## config.mk

```make
export PLATFORM = sky130hd
export DESIGN_NAME = mem_arbiter
export DESIGN_NICKNAME = d
export VERILOG_FILES = /design/src/rtl/mem_arbiter.sv
export SDC_FILE = /design/constraint.sdc
export NUM_CORES = 1
export LEC_CHECK = 0
export ABC_AREA = 0
export CELL_PAD_IN_SITES_DETAIL_PLACEMENT = 0
export CELL_PAD_IN_SITES_GLOBAL_PLACEMENT = 1
export CORE_ASPECT_RATIO = 0.9
export CORE_MARGIN = 2
export CORE_UTILIZATION = 12
export CTS_CLUSTER_SIZE = 20
export DETAILED_ROUTE_END_ITERATION = 12
export PLACE_DENSITY_LB_ADDON = 0.1
export SLEW_MARGIN = 20
export SYNTH_ARGS = -nofsm -noshare
export SYNTH_HDL_FRONTEND = slang
export SYNTH_SLANG_ARGS = --single-unit
```

## constraint.sdc

```tcl
create_clock -name clk -period 2.1 [get_ports clk]
set_input_delay 0.525 -clock clk [delete_from_list [all_inputs] [get_ports clk]]
set_output_delay 0.525 -clock clk [all_outputs]
set_load 0.005 [all_outputs]
```

## src/rtl/mem_arbiter.sv

```systemverilog
// Shares one memory port between instruction fetch and load/store with one access in flight.
// Data normally wins; a saturating starve counter hands the port to fetch after MAX_WAIT losses.
module mem_arbiter #(
    parameter int unsigned XLEN     = 32,
    parameter int unsigned LATENCY  = 1,
    parameter int unsigned MAX_WAIT = 4
) (
    input  logic            clk,
    input  logic            reset,
    input  logic            if_req,
    input  logic [XLEN-1:0] if_addr,
    output logic            if_gnt,
    output logic            if_rvalid,
    output logic [XLEN-1:0] if_rdata,
    input  logic            d_req,
    input  logic            d_we,
    input  logic [XLEN-1:0] d_addr,
    input  logic [XLEN-1:0] d_wdata,
    output logic            d_gnt,
    output logic            d_rvalid,
    output logic [XLEN-1:0] d_rdata,
    output logic            mem_req,
    output logic            mem_we,
    output logic [XLEN-1:0] mem_addr,
    output logic [XLEN-1:0] mem_wdata,
    input  logic [XLEN-1:0] mem_rdata
);

    localparam logic [1:0] CNT_LOAD   = 2'(LATENCY - 1);
    localparam logic [3:0] STARVE_MAX = 4'(MAX_WAIT);

    typedef enum logic {
        IDLE,
        BUSY
    } state_e;

    state_e     state_q, state_d;
    logic [1:0] cnt_q, cnt_d;
    logic [3:0] starve_q, starve_d;
    logic       owner_q, owner_d;   // 1 = data port owns the outstanding access
    logic       store_q, store_d;

    logic resp;
    logic can_grant;
    logic fetch_win;
    logic grant_f;
    logic grant_d;
    logic any_grant;

    // Grants are gated by reset so every output is 0 while reset is held.
    always_comb begin
        resp      = (state_q == BUSY) && (cnt_q == '0);
        can_grant = !reset && ((state_q == IDLE) || resp);
        fetch_win = if_req && (!d_req || (starve_q == STARVE_MAX));
        grant_f   = can_grant && fetch_win;
        grant_d   = can_grant && d_req && !fetch_win;
        any_grant = grant_f || grant_d;
    end

    always_ff @(posedge clk or posedge reset) begin
        if (reset) begin
            state_q  <= IDLE;
            cnt_q    <= '0;
            starve_q <= '0;
            owner_q  <= 1'b0;
            store_q  <= 1'b0;
        end else begin
            state_q  <= state_d;
            cnt_q    <= cnt_d;
            starve_q <= starve_d;
            owner_q  <= owner_d;
            store_q  <= store_d;
        end
    end

    always_comb begin
        state_d  = state_q;
        cnt_d    = cnt_q;
        starve_d = starve_q;
        owner_d  = owner_q;
        store_d  = store_q;

        case (state_q)
            IDLE:    if (any_grant) state_d = BUSY;
            BUSY:    if (resp && !any_grant) state_d = IDLE;
            default: state_d = IDLE;
        endcase

        if (any_grant) begin
            cnt_d   = CNT_LOAD;
            owner_d = grant_d;
            store_d = grant_d && d_we;
        end else if ((state_q == BUSY) && (cnt_q != '0)) begin
            cnt_d = cnt_q - 1'b1;
        end

        if (!if_req || grant_f) begin
            starve_d = '0;
        end else if (grant_d && (starve_q != STARVE_MAX)) begin
            starve_d = starve_q + 1'b1;
        end
    end

    always_comb begin
        if_gnt    = grant_f;
        d_gnt     = grant_d;
        mem_req   = any_grant;
        mem_we    = grant_d && d_we;
        mem_addr  = '0;
        mem_wdata = '0;
        if (grant_d) begin
            mem_addr  = d_addr;
            mem_wdata = d_wdata;
        end else if (grant_f) begin
            mem_addr = if_addr;
        end

        if_rvalid = resp && !owner_q;
        d_rvalid  = resp && owner_q;
        if_rdata  = if_rvalid ? mem_rdata : '0;
        d_rdata   = (d_rvalid && !store_q) ? mem_rdata : '0;
    end

endmodule
```

==> summary.md <==
The run finished, with violations left. The final reports fail on setup timing. After clock tree synthesis, the clock-pin slew on the worst setup and hold paths is 40 ps. The maximum vdd drop is 0.2892 mV, and the maximum number of pins on one net before global-route repair is 27. The wire length of the first global-routing pass came out at 18,130 um. The core region is 0.01406 mm^2. The tools report the unique cell type count in the Yosys netlist as 29. For this run, the number of Yosys warnings is 0. In the global route stage, overall resource usage came out at 15.09%.

From synthesis to final layout, the design area changed by 253.5%. The endpoint identified for the worst register-to-register timing path is store_q$_DFFE_PP0P_. The first TritonRoute pass finished after 4 iterations. The congestion estimate from routability-driven global placement came to 0.7552. After filler insertion, the fill cell instance count of the layout stands at 1,446.

TritonCTS built the clock tree. For this design, the sink count on the clock tree is 9. The initialized floorplan defines 41 standard-cell rows. In this run the horizontal extent of the chip is 130.4 um.

The fmax is 0.3927 GHz. The run gives 0 as the final count of hold timing violations. For this design the ratio of total power to cell area is 655.1 mW/mm^2. The detail-routed via count per cell came out at 4.106. The least setup slack across all paths after layout came out at -446.4 ps. The routed wire length is 13,300 um. The tools report the type of element launching the critical path as a register. The most used cell along the critical path is sky130_fd_sc_hd__buf_6.

The cell count along the critical path was 11; the worst relative slew slack was 71.87%. The logs give 0 for the number of antenna violations at the first check in global routing and 278 for the number of standard cells after synthesis. The combined buffer and inverter count along the critical path was 6. The logs give 0 for the final antenna-violating net count and 3 for the TritonCTS buffer count. The count of input and output buffers was 266; the maximum fanout along the worst path was 6. The later pin in the worst-skew pair is clocked with a latency of 240 ps. Class of the most critical hold timing path: reg -> reg.

Traced cell by cell, the critical path runs through inv_2 > ha_4 > nand3b_1 > a21oi_4 > buf_6 > nor3b_4 > buf_6 > buf_16 > buf_8 > and2_4 > buf_6. When the netlist entered floorplanning its net count stood at 414. For the static power due to leakage, the log shows 2.773 nW.

The floorplan step defined a die boundary enclosing 0.01537 mm^2. In this run the mean area of a mapped cell was 6.211 um^2. The buffer cell driving the clock tree root is sky130_fd_sc_hd__clkbuf_16. The area of the mapped netlist is 0.001727 mm^2.

The required time of the critical path was 1570 ps. The post-route netlist has 55.23% of its cells at a drive strength greater than 1. For this block, the initial DRC count from the detailed router was 74. The post-route DRC violation count came out at 0.

The final standard cell utilization of the core is 43.42%, and the critical path arrival is 2020 ps. The worst register-to-register path has a depth of 11. The clock arrives with 5.217 ps of skew.

Across all register-to-register paths, the minimum setup slack is 120 ps. Vias after detailed routing: 3,342. The cell type of the slowest stage on the worst timing path is sky130_fd_sc_hd__dfrtp_1. Setup repair after global routing could not meet its margin everywhere. Overall power consumption after layout is estimated at 3.998 mW. Counting I/O delays and the setup requirement, the final critical path takes 2546 ps.

The proportion of synthesized chip area in sequential cells is 13.04%. The repair_antennas step left the layout with diodes totalling 0. The wire-length estimate of the detail-placed layout is 8252 um. The run gives 0 as the final max-slew violation count. Dividing the final minimum period by the clock period gives 121.3%. The run gives 3,192 as the number of global-route vias before repair. The endpoint kind of the worst setup timing path was a primary output. The logs give 2 for the largest buffer count on any clock path and 1 for the maximum level of the CTS H-tree. Across the run, the number of max-cap violations was 0. The startpoint identified for the worst register-to-register timing path is starve_q[0]$_DFFE_PP0P_. The slew at the pin closest to its max-slew limit came out at 421.5 ps. The critical path is of the reg -> out type.

Setup violations remaining at the end of the flow were counted as 127. Global routing finished with a remaining overflow of 0. After the last flow step, the layout net total stands at 758. The most critical setup path has its startpoint at starve_q[0]$_DFFE_PP0P_.

Mean routed wirelength per cell: 16.34 um. The top cell family by delay on the critical path was buffers and inverters. The initial utilization of the core area, before any placement, comes to 12.28%. The post-synthesis sequential element count works out to 9. Capture point of the worst path: mem_wdata[23]. In this design, the stage delay of the slowest critical-path cell is 360 ps. The tools report the boundary pin count as 267. Height of the chip: 117.8 um.
[repair_timing]
action | CTS | global route
resized for setup | 443 | 355
cloned | 14 | 7
hold buffers | 0 | 0
endpoints found under the setup margin | 134 | 134
setup buffers | 33 | 25
pin swaps | 8 | 78
[layer usage]
metal	share of wire [%]	track usage (%)	routed length, um	vias up
met4	0.96	2.527	128	0
met1	35	15.82	4650	1541
met2	55	29.84	7327	167
met3	9.0	3.955	1194	8
met5	0	0	0	-
li1	-	-	-	1626
[layout make-up]
class / count / area [um^2] / share of cell area, %
Clock buffer: 4 / 78.83 / 1.292
Inverter: 7 / 26.28 / 0.4305
Multi-Input combinational cell: 233 / 1683 / 27.57
Sequential cell: 9 / 225.2 / 3.690
Tap cell: 193 / 241.5 / 3.957
Timing Repair Buffer: 368 / 3849 / 63.06
[cell usage after synthesis (all sizes together)]
| master | number | share of area, % |
|---|---|---|
| and2 | 98 | 36 |
| nand3 | 68 | 20 |
| o21ai | 35 | 10 |
| clkbuf | 20 | 4.5 |
| buf | 9 | 2.9 |
| dfrtp | 9 | 13 |
| inv | 7 | 1.5 |
| nor2 | 5 | 1.1 |
| nand2 | 4 | 0.87 |
| a21oi | 3 | 0.87 |
| ha | 3 | 2.2 |
| nor2b | 3 | 1.1 |
| nor3b | 2 | 1.5 |
| a211oi | 1 | 0.43 |
| a21boi | 1 | 0.43 |
| a22o | 1 | 0.51 |
| a31oi | 1 | 0.36 |
| and3 | 1 | 0.36 |
| nand2b | 1 | 0.36 |
| nand3b | 1 | 0.43 |
| nand4 | 1 | 0.36 |
| nand4b | 1 | 0.51 |
| or2 | 1 | 0.36 |
| or4 | 1 | 0.43 |
| xnor2 | 1 | 0.51 |
[power breakdown]
group	leakage, nW	internal, mW	switching (mW)
registers	0.117	0.222	0.0312
clock network	0.0382	0.254	0.0838
logic	2.62	2.20	1.21
[cell usage in the layout (no fill, tap or decap), types with 2 or more instances in the layout]
cell / instances
sky130_fd_sc_hd__and2_1: 20
sky130_fd_sc_hd__nor2_4: 2
sky130_fd_sc_hd__buf_4: 34
sky130_fd_sc_hd__clkdlybuf4s50_1: 129
sky130_fd_sc_hd__nand2_1: 3
sky130_fd_sc_hd__dfrtp_1: 9
sky130_fd_sc_hd__and2_4: 78
sky130_fd_sc_hd__o21ai_1: 24
sky130_fd_sc_hd__o21ai_2: 2
sky130_fd_sc_hd__a21oi_1: 2
sky130_fd_sc_hd__nor2b_4: 2
sky130_fd_sc_hd__inv_2: 6
sky130_fd_sc_hd__ha_4: 2
sky130_fd_sc_hd__buf_2: 36
sky130_fd_sc_hd__nand3_2: 8
sky130_fd_sc_hd__buf_12: 7
sky130_fd_sc_hd__o21ai_0: 8
sky130_fd_sc_hd__buf_8: 7
sky130_fd_sc_hd__clkdlybuf4s15_2: 6
sky130_fd_sc_hd__clkbuf_2: 9
sky130_fd_sc_hd__nand3_1: 60
sky130_fd_sc_hd__clkbuf_16: 8
sky130_fd_sc_hd__dlygate4sd2_1: 4
sky130_fd_sc_hd__buf_16: 8
sky130_fd_sc_hd__nor2_1: 3
sky130_fd_sc_hd__buf_6: 122
[flip-flops by register name, indices dropped and copies added, names as in the netlist]
signal / cells
cnt_q: 2
owner_q: 1
starve_q: 4
state_q: 1
store_q: 1
[stage by stage]
stage / setup WS (ps) / hold WS, ps / area [um^2] / setup TNS [ps] / std cells
global route: -535.9 / 589.3 / 6103 / -45350 / 814
finish: -446.4 / 566.8 / 6103 / -33650 / 814
global placement: -859.1 / 501.9 / 4820 / -68000 / 741
detailed placement: -831.3 / 501.2 / 4820 / -68110 / 741
floorplan: -90.75 / 352.9 / 1730 / -2461 / 278
CTS: -541.3 / 555.1 / 5550 / -45070 / 792
[worst min-delay path by stage]
stage	from	end	cells past startpoint
finish	store_q$_DFFE_PP0P_	store_q$_DFFE_PP0P_	1
CTS	cnt_q[1]$_DFFE_PP0P_	cnt_q[1]$_DFFE_PP0P_	2
global route	store_q$_DFFE_PP0P_	store_q$_DFFE_PP0P_	1
floorplan	reset	cnt_q[0]$_DFFE_PP0P_	1
global placement	store_q$_DFFE_PP0P_	store_q$_DFFE_PP0P_	1
detailed placement	store_q$_DFFE_PP0P_	store_q$_DFFE_PP0P_	1
[cell families (layout without fill, tap and decap cells)]
| kind of cell | after synthesis | after routing | synth area share, % |
|---|---|---|---|
| AO/OA/AOI/OAI | 42 | 42 | 12.75 |
| buffers and inverters | 36 | 379 | 8.913 |
| adder cells (fa/ha/maj) | 3 | 3 | 2.174 |
| AND/OR/NAND/NOR | 187 | 187 | 62.61 |
| XOR/XNOR | 1 | 1 | 0.5073 |
| flip-flops | 9 | 9 | 13.04 |
Power figures use the tool's default switching activity.
